**src/rtl/arbiter_pkg.sv**
```systemverilog
// Shared types and helpers for the round-robin RTS/DCTS output-port arbiter.
package arbiter_pkg;

    localparam int HOLD_W = 8;

    typedef enum logic {ST_IDLE = 1'b0, ST_OWN = 1'b1} state_kind_e;

    // Circular find-first-set over the low n bits of req, starting at start.
    // Returns {valid, index}; index is meaningless when valid is 0.
    function automatic logic [4:0] rr_pick(input logic [15:0] req,
                                           input logic [3:0]  start,
                                           input logic [4:0]  n);
        logic [4:0] res;
        logic [4:0] idx;
        res = '0;
        for (int i = 0; i < 16; i++) begin
            idx = {1'b0, start} + 5'(i);
            if (idx >= n) idx = idx - n;
            if ((5'(i) < n) && !res[4] && req[idx[3:0]])
                res = {1'b1, idx[3:0]};
        end
        return res;
    endfunction

endpackage

```
**src/rtl/arbiter_rr_rts_pick.sv**
```systemverilog
// Combinational circular priority pick: first set request at or after i_start.
module rr_priority_pick
    import arbiter_pkg::*;
#(
    parameter int N_PORTS = 5,
    parameter int IDX_W   = $clog2(N_PORTS)
) (
    input  logic [N_PORTS-1:0] i_req,
    input  logic [IDX_W-1:0]   i_start,
    output logic               o_valid,
    output logic [IDX_W-1:0]   o_idx
);

    logic [4:0] w_res;

    assign w_res   = rr_pick(16'(i_req), 4'(i_start), 5'(N_PORTS));
    assign o_valid = w_res[4];
    assign o_idx   = IDX_W'(w_res[3:0]);

endmodule

```
**src/rtl/arbiter_rr_rts.sv**
```systemverilog
// Round-robin output-port arbiter with RTS/DCTS handshake toward the next router.
// Optional hold limit forcing rotation: define ARB_HOLD_LIMIT_EN.
module arbiter_rr_rts
    import arbiter_pkg::*;
#(
    parameter int N_PORTS  = 5,
    parameter int HOLD_MAX = 8
) (
    input  logic               clk,
    input  logic               rst,
    input  logic [N_PORTS-1:0] req,
    input  logic               dcts,
    output logic [N_PORTS-1:0] grant,
    output logic [N_PORTS-1:0] xbar_sel,
    output logic               rts,
    output logic               busy
);

    localparam int IDX_W = $clog2(N_PORTS);

    state_kind_e        r_state;
    logic [IDX_W-1:0]   r_owner;
    logic [IDX_W-1:0]   r_rr_ptr;
    logic               r_rts;

    logic [N_PORTS-1:0] w_owner_oh;
    logic [IDX_W-1:0]   w_ptr_nx;
    logic [IDX_W-1:0]   w_own_nx;
    logic [IDX_W-1:0]   w_start;
    logic               w_force;
    logic               w_valid;
    logic [IDX_W-1:0]   w_idx;
    logic               w_stall;
    logic               w_xfer;

    assign w_owner_oh = {{(N_PORTS-1){1'b0}}, 1'b1} << r_owner;
    assign w_ptr_nx   = (r_rr_ptr == IDX_W'(N_PORTS-1)) ? '0 : r_rr_ptr + 1'b1;
    assign w_own_nx   = (r_owner  == IDX_W'(N_PORTS-1)) ? '0 : r_owner  + 1'b1;
    assign w_stall    = r_rts & ~dcts;
    assign w_xfer     = r_rts &  dcts;

    assign w_start = (r_state == ST_IDLE) ? w_ptr_nx :
                     (w_force             ? w_own_nx : r_owner);

    rr_priority_pick #(.N_PORTS(N_PORTS), .IDX_W(IDX_W)) u_pick (
        .i_req   (req),
        .i_start (w_start),
        .o_valid (w_valid),
        .o_idx   (w_idx)
    );

`ifdef ARB_HOLD_LIMIT_EN
    logic [HOLD_W-1:0] r_hold_cnt;

    // Rotation is only forced at a transfer edge, so the owner gets
    // 1 + HOLD_MAX grants before yielding.
    assign w_force = (r_state == ST_OWN) && r_rts &&
                     (r_hold_cnt == HOLD_W'(HOLD_MAX)) && |(req & ~w_owner_oh);

    always_ff @(posedge clk or posedge rst) begin
        if (rst) begin
            r_hold_cnt <= '0;
        end else if (!w_stall) begin
            if (!w_valid || r_state == ST_IDLE || w_idx != r_owner)
                r_hold_cnt <= '0;
            else if (w_xfer && r_hold_cnt != HOLD_W'(HOLD_MAX))
                r_hold_cnt <= r_hold_cnt + 1'b1;
        end
    end
`else
    logic w_unused_hold;
    assign w_force       = 1'b0;
    assign w_unused_hold = (HOLD_MAX > 255);
`endif

    always_ff @(posedge clk or posedge rst) begin
        if (rst) begin
            r_state  <= ST_IDLE;
            r_owner  <= '0;
            r_rr_ptr <= IDX_W'(N_PORTS-1);
            r_rts    <= 1'b0;
        end else begin
            // A committed winner waits out the handshake before re-arbitrating.
            if (!w_stall) begin
                if (w_valid) begin
                    r_state  <= ST_OWN;
                    r_owner  <= w_idx;
                    r_rr_ptr <= w_idx;
                end else begin
                    r_state  <= ST_IDLE;
                end
            end
            if (r_state == ST_IDLE)
                r_rts <= 1'b0;
            else
                r_rts <= ~w_xfer;
        end
    end

    assign xbar_sel = (r_state == ST_OWN) ? w_owner_oh : '0;
    assign grant    = w_xfer ? xbar_sel : '0;
    assign rts      = r_rts;
    assign busy     = (r_state != ST_IDLE);

endmodule
```
**config.mk**
```make
export PLATFORM = sky130hd
export DESIGN_NAME = arbiter_rr_rts
export DESIGN_NICKNAME = d
export VERILOG_FILES = /design/src/rtl/arbiter_pkg.sv /design/src/rtl/arbiter_rr_rts_pick.sv /design/src/rtl/arbiter_rr_rts.sv
export SDC_FILE = /design/constraint.sdc
export NUM_CORES = 1
export LEC_CHECK = 0
export BUFFER_PORTS_ARGS = -buffer_cell sky130_fd_sc_hd__buf_2
export CORE_ASPECT_RATIO = 2
export CORE_UTILIZATION = 45
export DETAILED_ROUTE_END_ITERATION = 16
export GPL_TIMING_DRIVEN = 0
export HOLD_SLACK_MARGIN = 0.15
export PLACE_DENSITY = 0.65
export RECOVER_POWER = 50
export SYNTH_ARGS = -nofsm -noshare
export SYNTH_HDL_FRONTEND = slang
export SYNTH_HIERARCHICAL = 1
export SYNTH_SLANG_ARGS = --single-unit
```
**constraint.sdc**
```tcl
create_clock -name clk -period 10.5 [get_ports clk]
set_input_delay 1.05 -clock clk [delete_from_list [all_inputs] [get_ports clk]]
set_output_delay 1.05 -clock clk [all_outputs]
set_load 0.01 [all_outputs]
```
# ---- After elaboration in Yosys (flattened, before gate mapping)
# Index checks and enable logic that the tools add are counted.
# Widths: inputs -> output; s select.
dict set report classes {
  addsub 10
  n_mul 0
  div_mod_pow 0
  order_cmp 10
  eq_ne 1
  shifts 1
  mux 26
  n_bitwise 5
  n_reduce_logical 9
}
# cell count
set ops {}
lappend ops {{$mux 5} 7}
lappend ops {{$lt 4x5->1 const B} 5}
lappend ops {{$bmux 1 s4} 5}
lappend ops {{$ge 5x3->1 const B} 4}
lappend ops {{$mux 4} 5}
lappend ops {{$sub 4x3->4 const B} 4}
lappend ops {{$add 3x2->4 const B} 2}
lappend ops {{$mux 1} 7}
lappend ops {{$mux 3} 2}
lappend ops {{$shl 1x3->5 const A} 1}
lappend ops {{$add 3x1->4 const B} 1}
lappend ops {{$add 3x3->4 const B} 1}
lappend ops {{$logic_and 1x1->1} 4}
lappend ops {{$logic_not 1->1} 4}
lappend ops {{$sub 3x3->4 const B} 1}
lappend ops {{$add 3x1->3 const B} 1}
lappend ops {{$eq 3x3->1 const B} 1}
lappend ops {{$ge 3x3->1 const B} 1}
lappend ops {{$not 1->1} 3}
lappend ops {{$and 1x1->1} 2}
lappend ops {{$reduce_and 2->1} 1}
dict set report word_totals {
  reg_bits 8
  latch_bits 0
  ramBits 0
  romBits 0
  in_bits 8
  output_inout_bits 12
  n_memories 0
}

# ---- Longest topological paths before layout
dict set report logic_depth {
  depth_word 21
  depth_mapped 18
  depth_no_buf 17
}

# ---- By module
# The synthesis kept the hierarchy.
# module n_inst cells_each area_each_um2 seq_area_each_um2
set modules_own_cells {}
lappend modules_own_cells {rr_priority_pick 1 172 1255.0 0.0}
lappend modules_own_cells {arbiter_rr_rts 1 44 437.9 151.4}

# ---- Worst setup path after synthesis
# No wires, ideal clock.
dict set report synth_path {
  path_kind {register -> register}
  start {reg r_owner[0]}
  end {reg r_owner[0]}
  arrival_ps 3989
  t_required_ps 10375
  slack_ps 6386
  path_stages_with_launch 18
  path_buffers 1
  period_less_slack_ps 4114
  path_cell_list {dfrtp_1 -> inv_1 -> ha_1 -> mux2_2 -> clkbuf_1 -> inv_1 -> ha_1 -> inv_1 -> ha_1 -> a21oi_1 -> mux2_2 -> o22ai_1 -> o21ai_1 -> nor2_1 -> nand2_1 -> nand4bb_1 -> mux2_1 -> mux2_2}
}
# element line_no
set synth_lines {}
lappend synth_lines {{from (decl)} arbiter_rr_rts.sv:22} ;# logic [IDX_W-1:0] r_owner;
lappend synth_lines {{from (signal assigned)} arbiter_rr_rts.sv:87} ;# r_owner <= w_idx;
lappend synth_lines {{$mux 3 (*)} arbiter_rr_rts.sv:42} ;# assign w_start = (r_state == ST_IDLE) ? w_ptr_nx :
lappend synth_lines {{parallel branches: the longest is 16 deep, another holds $add 3x1->4} -}
lappend synth_lines {{$mux 5 (*)} arbiter_pkg.sv:19} ;# if ((5'(i) < n) && !res[4] && req[idx[3:0]])
lappend synth_lines {{named net w_idx[0]} arbiter_rr_rts.sv:32} ;# logic [IDX_W-1:0] w_idx;
# Mark *: on every way through the listed nets, which the timed path passes. The select of a mux whose other input is x is not followed.
# A chain may end at the register's enable or synchronous reset.

# ---- Worst setup path after layout
# Same ends and word-level chain as after synthesis.

==> results.txt <==
combinational family with the most area after synthesis: compound AO/OA/AOI/OAI gates
Post-CTS Setup Repair Bufs: 0
# setup viols final: 0
Worst setup SP type: register
Synth Area in Adders: 13.01%
mux contribution to synthesized area: 15.74%
CP peak stage delay: 0.47 ns
post-synthesis cell type count: 66
simple-gate share of the synthesized area: 26.09%
FFs w/ async S/R, synth: 100.0%
H-tree Lvls: 1
WL/cell: 17.95 microns
CTS tree: done
row cnt: 31
Post-Syn Nets: 241
post-synthesis compound-gate area fraction: 27.49%
commonest non-fill, non-tap cell in the layout: a21oi_1
kind of critical path: reg -> reg
share of layout cells above drive strength 1: 20.25%
ANT nets after route: 0
Syn Area/Cell: 7.837 sq um
CP Capture Type: register
# hold bufs at CTS: 0
yosys synthesis warning count: 6
status: completed
max-slew violation count: 0
DRT Wirelength: 5.133 mm
vias per cell: 6.220
worst min-delay path startpoint: rts$_DFF_PP0_
Critical R2R Launch: r_owner[0]$_DFFE_PP0P_
worst slew pin tran: 0.7426 ns
EDFF count, synth: 0
Clock Skew: 0.003712 ns
# clock sinks: 6
Reg clk slew, reported paths: 0.04 ns
total CTS buffers: 3
Slowest cell on crit path: a21oi_1
vias in the first global route: 1677
worst min path class: reg -> reg
drt first pass iters: 4
RD Place Congestion: 0.9151
reg2reg end: r_owner[0]$_DFFE_PP0P_
xor/xnor share of the synthesized area: 1.552%
crit share post-route: 47.90%
DRC: 0
Post-synth top flop: dfrtp_1
mapped cell area: 1693 sq um
largest net degree at the start of global routing: 11
Yosys reg bits: 6
HPWL Detailed: 4.066 mm
total global-route track usage: 27.11%
worst hold path stage count: 2
slew margin rel.: 50.31%
antenna cell count: 0
Critical Path, Cell by Cell: inv_1 > ha_1 > mux2_2 > clkbuf_1 > inv_1 > ha_1 > inv_1 > ha_1 > a21oi_1 > mux2_2 > o22ai_1 > o21ai_1 > nor2_1 > nand2_1 > nand4bb_1 > mux2_1 > mux2_2
core area: 3607 sq um
Final TNS setup: 0 ns
area delta synth->final: 10.94%
Tmin final: 5.029 ns
GRT Residual Overflow: 0
Longest Clk Path Bufs: 2
DIE AREA: 4026 sq um
Worst Hold End: busy$_DFFE_PP0N_
CP required: 10.60 ns
Starting DRT DRC Count: 57
Chip Height: 88.74 microns
Final nets: 263
clock tree root driver cell: clkbuf_8
Resized Gates After CTS: 0
flop2flop setup slack: 5.47 ns
cell count after synthesis: 216
fmax: 198.8 MHz
Critical Path Fanout Max: 9
# port buffers: 17
sequential fraction of the synthesis area: 8.943%
Worst Reg2Reg Path Length in Cells: 17
Worst-Skew Late Latency: 0.22 ns
initial core utilization: 46.93%
most frequent cells in the layout: a21oi_1 (18), nor2_1 (17), ha_1 (16), buf_2 (16), nand2_1 (14)
antenna violations before repair: 0
final hold violation count: 0
IO Pins: 20
via count: 1779
Max-Cap Viols: 0
first-pass GRT wire length: 7.914 mm
die extent in x: 45.37 microns
Critical Path AT: 5.13 ns
RSZ-0062 raised after global routing: no
worst max-delay path by stage:
stage / from / to / slack (ns) / cells after the start
2_1_floorplan: r_owner[0]$_DFFE_PP0P_ / r_owner[0]$_DFFE_PP0P_ / 6.39 / 17
3_3_place_gp: r_owner[0]$_DFFE_PP0P_ / r_owner[0]$_DFFE_PP0P_ / 5.57 / 17
3_5_place_dp: r_owner[0]$_DFFE_PP0P_ / r_owner[0]$_DFFE_PP0P_ / 5.54 / 17
4_1_cts: r_owner[0]$_DFFE_PP0P_ / r_owner[0]$_DFFE_PP0P_ / 5.51 / 17
5_1_grt: r_owner[0]$_DFFE_PP0P_ / r_owner[0]$_DFFE_PP0P_ / 5.16 / 17
6_report: r_owner[0]$_DFFE_PP0P_ / r_owner[0]$_DFFE_PP0P_ / 5.47 / 17
registers in the layout, indices dropped and copies added (netlist names):
register	flops
busy	1
r_owner	3
r_rr_ptr	1
rts	1
cell type report:
type	count	area, sq um
fillers	379	1729
multi-input cells	185	1420
flip-flops and latches	6	151.4
repair buffers	17	78.83
plain buffers	13	76.32
well taps	49	61.31
clock buffers	4	45.04
inverters	12	45.04
cell families (layout without fill, tap and decap cells):
| family | count (synthesis) | after routing |
|---|---|---|
| muxes | 21 | 21 |
| xor gates and xnor gates | 3 | 3 |
| buffers and inverters | 25 | 46 |
| DFF | 6 | 6 |
| AOI/OAI and AO/OA | 64 | 64 |
| and+or+nand+nor | 80 | 80 |
| adders and majority gates | 17 | 17 |
metrics by stage:
step | std cells | hold WS, ns | area [sq um] | util, % | setup slack, ns
after global routing | 286 | 0.6402 | 1878 | 52.06 | 5.161
final | 286 | 0.6147 | 1878 | 52.06 | 5.471
after global placement | 282 | 0.5940 | 1839 | 50.99 | 5.575
after CTS | 286 | 0.6147 | 1884 | 52.24 | 5.515
after detailed placement | 282 | 0.5850 | 1839 | 50.99 | 5.543
after floorplan | 216 | 0.5485 | 1693 | - | 6.386
worst max-delay path: cells and delay by family (launching register included):
kind            cells  cell delay (ns)
buf+inv             4             0.73
flops               1             0.46
simple gates        3             0.68
mux                 4             1.36
fa+ha+maj           3             0.86
compound gates      3             0.84
cells in the mapped netlist, types with 3 or more instances:
library cell	n	share of area [%]
a211oi_1	3	1.3
a21o_1	7	3.1
a21oi_1	18	5.3
and2_1	3	1.1
buf_2	4	1.2
buf_6	3	2.0
clkbuf_1	5	1.1
dfrtp_1	5	7.4
ha_1	16	12
inv_1	10	2.2
mux2_2	10	6.7
mux2i_1	6	3.5
mux4_2	3	4.0
nand2_1	14	3.1
nand2b_1	4	1.5
nand3_1	4	1.2
nor2_1	17	3.8
nor2b_1	5	1.8
nor3_1	9	2.7
nor3b_1	6	2.7
o21ai_0	6	1.8
o22ai_1	4	1.5
per-layer routing:
| layer | vias up | wire [microns] | global-route usage [%] | share of wire [%] |
|---|---|---|---|---|
| li1 | 849 | - | - | - |
| met1 | 839 | 1819 | 26.00 | 35 |
| met2 | 69 | 2843 | 50.59 | 55 |
| met3 | 22 | 165 | 1.224 | 3.2 |
| met4 | 0 | 305 | 20.66 | 5.9 |
| met5 | - | 0 | 0 | 0 |
Power is left out: the tool's default activity adds up to more than one toggle a clock period on the data nets, which glitch-free logic cannot reach.
